[src/rtl/commit_trace_fifo.sv]
// Commit-event recorder: timestamps retiring events (halt/reg write/mem write) into a small FIFO
// drained over valid/ready, and keeps the cycle/instruction counters, halt status and a watchdog.
module commit_trace_fifo #(
  parameter int DEPTH      = 8,
  parameter int MAX_CYCLES = 100000,
  parameter int CW         = 32
) (
  input  logic          clk,
  input  logic          rst,
  input  logic [15:0]   pc,
  input  logic          reg_write,
  input  logic [3:0]    write_reg,
  input  logic [15:0]   write_data,
  input  logic          mem_read,
  input  logic          mem_write,
  input  logic [15:0]   mem_addr,
  input  logic [15:0]   mem_wdata,
  input  logic [15:0]   mem_rdata,
  input  logic          hlt,
  output logic          rec_valid,
  input  logic          rec_ready,
  output logic [3:0]    rec_kind,
  output logic [15:0]   rec_pc,
  output logic [3:0]    rec_reg,
  output logic [15:0]   rec_rdata,
  output logic [15:0]   rec_maddr,
  output logic [15:0]   rec_mdata,
  output logic [CW-1:0] rec_cycle,
  output logic [CW-1:0] cycle_count,
  output logic [CW-1:0] inst_count,
  output logic [CW-1:0] drop_count,
  output logic          overflow,
  output logic          halted,
  output logic          drained,
  output logic          timeout
);

  localparam int AW = $clog2(DEPTH);
  localparam int RW = 4 + 16 + 4 + 16 + 16 + 16 + CW;

  typedef enum logic [1:0] {RUN, HALTED, DONE, TIMEOUT} state_t;

  state_t        state, state_nxt;
  logic [AW:0]   wr_ptr, rd_ptr;
  logic [RW-1:0] store [DEPTH];
  logic [RW-1:0] new_rec;
  logic          empty, full, ev, pop, push, drop;

  assign empty = (wr_ptr == rd_ptr);
  assign full  = (wr_ptr[AW] != rd_ptr[AW]) && (wr_ptr[AW-1:0] == rd_ptr[AW-1:0]);
  assign ev    = (state == RUN) && (hlt || reg_write || mem_write);
  assign pop   = !empty && rec_ready;
  // A full FIFO still takes the event when the head leaves in the same cycle.
  assign push  = ev && (!full || pop);
  assign drop  = ev && !push;

  assign new_rec = {hlt, mem_write, mem_read, reg_write, pc, write_reg, write_data,
                    mem_addr, (mem_write ? mem_wdata : mem_rdata), cycle_count};

  always_ff @(posedge clk or posedge rst) begin
    if (rst) state <= RUN;
    else     state <= state_nxt;
  end

  always_comb begin
    state_nxt = state;
    case (state)
      RUN: begin
        if (ev && hlt)                               state_nxt = HALTED;
        else if (cycle_count == CW'(MAX_CYCLES - 1)) state_nxt = TIMEOUT;
      end
      HALTED:  if (empty) state_nxt = DONE;
      default: state_nxt = state;
    endcase
  end

  always_ff @(posedge clk or posedge rst) begin
    if (rst) begin
      wr_ptr <= '0;
      rd_ptr <= '0;
    end else begin
      if (push) wr_ptr <= wr_ptr + 1'b1;
      if (pop)  rd_ptr <= rd_ptr + 1'b1;
    end
  end

  // Storage is reset so an idle or freshly reset FIFO reads as zeros, never X.
  always_ff @(posedge clk or posedge rst) begin
    if (rst) begin
      for (int i = 0; i < DEPTH; i++) store[i] <= '0;
    end else if (push) begin
      store[wr_ptr[AW-1:0]] <= new_rec;
    end
  end

  always_ff @(posedge clk or posedge rst) begin
    if (rst) begin
      cycle_count <= '0;
      inst_count  <= '0;
      drop_count  <= '0;
      overflow    <= 1'b0;
    end else begin
      if (state == RUN && cycle_count != '1) cycle_count <= cycle_count + CW'(1);
      if (ev && inst_count != '1)            inst_count  <= inst_count + CW'(1);
      if (drop && drop_count != '1)          drop_count  <= drop_count + CW'(1);
      if (drop)                              overflow    <= 1'b1;
    end
  end

  assign rec_valid = !empty;
  assign {rec_kind, rec_pc, rec_reg, rec_rdata, rec_maddr, rec_mdata, rec_cycle} =
         store[rd_ptr[AW-1:0]];

  assign halted  = (state == HALTED) || (state == DONE);
  assign drained = (state == DONE);
  assign timeout = (state == TIMEOUT);

endmodule

[config.mk]
export PLATFORM = sky130hd
export DESIGN_NAME = commit_trace_fifo
export DESIGN_NICKNAME = d
export VERILOG_FILES = /design/src/rtl/commit_trace_fifo.sv
export SDC_FILE = /design/constraint.sdc
export NUM_CORES = 2
export LEC_CHECK = 0
export ABC_AREA = 1
export BUFFER_PORTS_ARGS = -buffer_cell sky130_fd_sc_hd__buf_4
export CAP_MARGIN = 10
export CORE_MARGIN = 2
export CORE_UTILIZATION = 60
export CTS_BUF_LIST = sky130_fd_sc_hd__clkbuf_4 sky130_fd_sc_hd__clkbuf_8 sky130_fd_sc_hd__clkbuf_16
export DETAILED_ROUTE_END_ITERATION = 10
export GPL_TIMING_DRIVEN = 0
export HOLD_SLACK_MARGIN = 0.12
export PLACE_DENSITY = 0.91
export SLEW_MARGIN = 20
export SYNTH_ARGS = -nofsm -noshare
export SYNTH_HDL_FRONTEND = slang
export SYNTH_SLANG_ARGS = --single-unit
[constraint.sdc]
create_clock -name clk -period 53.9 [get_ports clk]
set_input_delay 5.39 -clock clk [delete_from_list [all_inputs] [get_ports clk]]
set_output_delay 5.39 -clock clk [all_outputs]
set_load 0.01 [all_outputs]
==> After elaboration in Yosys (flattened, before gate mapping) <==
Index checks and enable logic that the tools add are counted.
{ "totals": {"ff_bits": 939, "inputBits": 91, "output_inout_bits": 205, "elab_cells": 68} }
{ "op_classes": {"add_sub_neg": 5, "n_lt_le_gt_ge": 3, "eq_ne": 12, "mux": 11, "n_bitwise": 2, "reduce_logical": 20} }
{ "op_table": {"columns": ["operator", "count"], "rows": [
  ["$bwmux W832", 1],
  ["$bmux W104 S3", 1],
  ["$demux W104 S3", 1],
  ["$mux W104", 3],
  ["$add A32 B1 Y32 const B", 3],
  ["$ne A32 B32 Y1 const B", 3],
  ["$eq A32 B17 Y1 const B", 1],
  ["$mux W16", 1],
  ["$logic_and A1 B1 Y1", 10],
  ["$add A4 B1 Y4 const B", 2],
  ["$ge A4 B4 Y1 const B", 2],
  ["$not A3 Y4", 2],
  ["$mux W2", 3],
  ["$eq A2 B2 Y1 const B", 2],
  ["$eq A4 B4 Y1", 1],
  ["$logic_or A1 B1 Y1", 4],
  ["$lt A4 B1 Y1 const B", 1],
  ["$pmux W2 S2", 1],
  ["$eq A3 B3 Y1", 1],
  ["$logic_not A1 Y1", 3],
  ["$ne A3 B3 Y1 const B", 1],
  ["$reduce_and A3 Y1", 1],
  ["$eq A2 B1 Y1 const B", 1],
  ["$logic_not A2 Y1", 1],
  ["3 further kinds", 3]
]} }

==> Logic depth before layout (Yosys ltp) <==
{ "logic_depth": {"word_depth": 8, "mapped_depth": 12, "mapped_depth_nobuf": 11} }

==> Worst setup path before layout <==
OpenSTA, ideal clock, no wires.
{ "synth_path": {"path_type": "flip-flop to output port", "startpoint": "reg rd_ptr[0]", "endpoint": "out rec_pc[0]", "t_arrival_ns": 1.653, "t_required_ns": 48.510, "setup_slack_ns": 46.857, "path_stages_with_launch": 10, "n_path_buf": 4, "cell_sequence": "dfrtp_1 buf_4 inv_1 buf_2 buf_2 clkbuf_1 nor2_1 o32ai_1 nand2_1 nand2_1"} }
{ "synth_via": {"elab_chain_len": 4} }
{ "synth_rtl": {"columns": ["element", "line", "source"], "rows": [
  ["from (decl)", "44", "logic [AW:0] wr_ptr, rd_ptr;"],
  ["from (signal assigned)", "83", "if (pop) rd_ptr <= rd_ptr + 1'b1;"],
  ["$not A3 Y4 (not written as such)", "112", "store[rd_ptr[AW-1:0]];"],
  ["$bmux W104 S3", "112", null],
  ["$mux W104 (not written as such) (2 in series)", "112", null],
  ["to (decl)", "23", "output logic [15:0] rec_pc,"]
]} }
Every way passes these cells. The select of a mux whose other input is x is not followed.

==> Worst setup path after layout <==
{ "layout_path": {"startpoint": "reg rd_ptr[0]", "endpoint": "out rec_cycle[2]"} }
{ "layout_via": {"elab_chain_len": 4} }
{ "layout_rtl": {"columns": ["element", "line", "source"], "rows": [
  ["$not A3 Y4 (not written as such)", "112", null],
  ["$bmux W104 S3", "112", null],
  ["$mux W104 (not written as such) (2 in series)", "112", null],
  ["to (decl)", "28", "output logic [CW-1:0] rec_cycle,"]
]} }
Every way passes these cells. The select of a mux whose other input is x is not followed.

==> run metrics <==
setup TNS=0 ns; die width=roughly 270 um; Setup Skew=0.0238 ns; Avg WL per Cell=21.0 um; CTS tree=done; row count=between 90 and 100; Unique masters post-synth=39; Worst Max-Slew Pin Slew=between 1 and 1.5 ns; Synth area leader=dfrtp_1; count leader, synth=nand2_1; cells resized by post-CTS repair=0; Hold Fails Final Rpt=0; unrepaired setup endpoints after global routing=false; slew margin rel.=0.206; #FFs+latches synth=around 940; Crit Path Class=register to output port; GP Congestion=~0.94; Final setup viols=0; drt pass-1 iters=7; type of origin of the critical path=register; initial antenna violation count=3; ys flop type=dfrtp_1; 1st-iter DRT viols=just over 6000; compound-cell area share of the yosys netlist=0.163; Slew Viols, Final=0; vias in the first global route=about 42000; dpl ws=~45 ns; die area=75400 um^2; number of flops mapped to enable cells by yosys=0; Die H=around 270 um; fmax=roughly 100 MHz; Bufs on Longest Clock Path=3; Mapped Area=around 44000 um^2; sequential fraction of the synthesis area=0.535; total grt overflow=0; slack of the critical path=44.25 ns; Starting Density=0.605; VDD IR-drop max=about 38 uV; max_cap viols=0; Synth Instances=5374; Sink Count=between 900 and 1000; share of the synthesized area in the top cell type=0.535; Post-CTS Hold Fix Bufs=0; pwr/cell area=just under 60 nW/um^2; TritonCTS buffer count=a little under 100; DR vias=between 40000 and 50000; outcome=finished clean; post-synthesis adder-cell area fraction=0.00256; CTS clk-pin slew, worst paths=approximately 0.060 ns; worst-path fanout max=10; fin crit period=just under 10 ns; CTS root buf=clkbuf_16; post-DP HPWL=94.4 mm; simple-gate area share of the yosys netlist=0.223; via/cell ratio=6.21; mux contribution to synthesized area=0.00364; CP endpoint kind=output port; Final period util=0.179; filler cell count=~5400; worst min-delay path category=register to register; Reg area=around 23000 um^2; Multi-input gate area=17900 um^2; core footprint=72700 um^2; ys async rst share=1.00; XOR/XNOR Fraction of Synth Area=0.0159; synthesized area per cell=just over 8 um^2; Post-DRT Antenna Nets=0; DRC Markers=0; largest family of logic cells by synthesized area=simple AND/OR/NAND/NOR gates; wire length of the first global-routing pass=~220 mm; clk_lat worst skew=about 0.68 ns; Lkg Pwr=about 24 nW; GRT Total Usage=0.379; yosys warns=0; Post-synth top cells=nand2_1 (1674), dfrtp_1 (939), nor2_1 (782); Synth area leaders=dfrtp_1 (53%), nand2_1 (14%), o21ai_0 (8.6%); Syn-to-layout area delta=16.1%; WP data arrival=4.26 ns; CP required=around 49 ns; fin nets=around 5900; syn_nets=5474; Post-CTS Setup Bufs=0; IO Pins=roughly 300; H-Tree Level Count=3; share of post-route cells with drive strength above 1=0.121; Routed Wire Length=roughly 140 mm; I/O Buffers=slightly below 300; largest net degree at the start of global routing=110
where the power goes:
part	switching [W]	internal, W	leakage, nW
clock network	0.000293	0.000420	1.72
registers	0.000125	0.000913	12.3
logic	0.000851	0.000437	10.2
total	0.00127	0.00177	24.2
flip-flops by register name (all words and copies together) (netlist names):
name,count
cycle_count,32
rd_ptr,4
inst_count,32
state,2
drop_count,32
overflow,1
wr_ptr,4
store,832
layer usage:
layer / vias to the layer above / GRT usage / part of all wire
li1: 18400 / - / -
met1: 20400 / 0.477 / 0.37
met5: - / 0 / 0.000084
met2: 2917 / 0.594 / 0.46
met3: 676 / 0.101 / 0.11
met4: 2 / 0.221 / 0.063
cell families after synthesis:
family | after synthesis
adder cells (fa/ha/maj) | 9
XOR/XNOR | 78
buffers and inverters | 532
flip-flops | 939
AND/OR/NAND/NOR | 2537
AO/OA/AOI/OAI | 1263
multiplexers | 16
critical path: stages (launching register included):
cell and delay, ns:
dfrtp_1 0.63, buf_4 0.34, inv_1 0.09, buf_2 0.50
buf_2 0.57, clkbuf_1 0.54, nor2_1 0.12, o32ai_1 0.23
nand2_1 0.12, nand2_1 0.25, buf_4 0.17
path summary, 6_finish.rpt:
check	slack (ns)	end	cells past startpoint	startpoint
setup / recovery	44.25	rec_cycle[2]	10	rd_ptr[0]
hold reg to reg	0.48	overflow	1	overflow
max in group asynchronous	47.23	store[130]	5	rst
hold / removal	0.48	overflow	1	overflow
setup reg to reg	51.01	store[387]	10	state[1]
min in group asynchronous	4.79	inst_count[5]	2	rst
layout by cell type (no fill, tap or decap), drive strengths merged:
master	netlist	layout
bufinv	0	7
mux2i	16	16
nor2	786	786
nand4	8	8
dfrtp	939	939
xnor2	31	31
xor2	47	47
clkinv	7	26
or2	1	1
inv	126	131
ha	9	9
and2b	1	1
clkbuf	196	342
a31oi	1	1
nand2	1679	1679
nand3b	6	6
clkinvlp	0	2
nor3	18	18
o211ai	1	1
a21oi	1	1
diode	0	2
buf	203	506
o21ai	1052	1052
and2	1	1
nand3	37	37
o32ai	208	208
through the flow:
| step | cells | hold WS (ns) | power (W) | instance area [um^2] | util |
|---|---|---|---|---|---|
| 6_report | 6817 | 0.476 | 0.00304 | 51000 | 0.702 |
| 3_5_place_dp | 6636 | 0.468 | 0.00227 | 47600 | 0.655 |
| 5_1_grt | 6815 | 0.499 | 0.00319 | 51000 | 0.702 |
| 3_3_place_gp | 6627 | 0.460 | 0.00222 | 47400 | 0.651 |
| 2_1_floorplan | 5374 | 0.448 | 0.00178 | 44000 | - |
| 4_1_cts | 6815 | 0.481 | 0.00299 | 51000 | 0.702 |
final cells by class:
class / instances / area share
inverters: 133 / 0.00998
multi-input cells: 3903 / 0.351
well taps: 959 / 0.0235
clock buffers: 146 / 0.0590
flip-flops and latches: 939 / 0.460
clock inverters: 33 / 0.00765
repair buffers: 303 / 0.0481
plain buffers: 399 / 0.0399
diodes: 2 / 0.0000981
(Power assumes the default switching activity.)
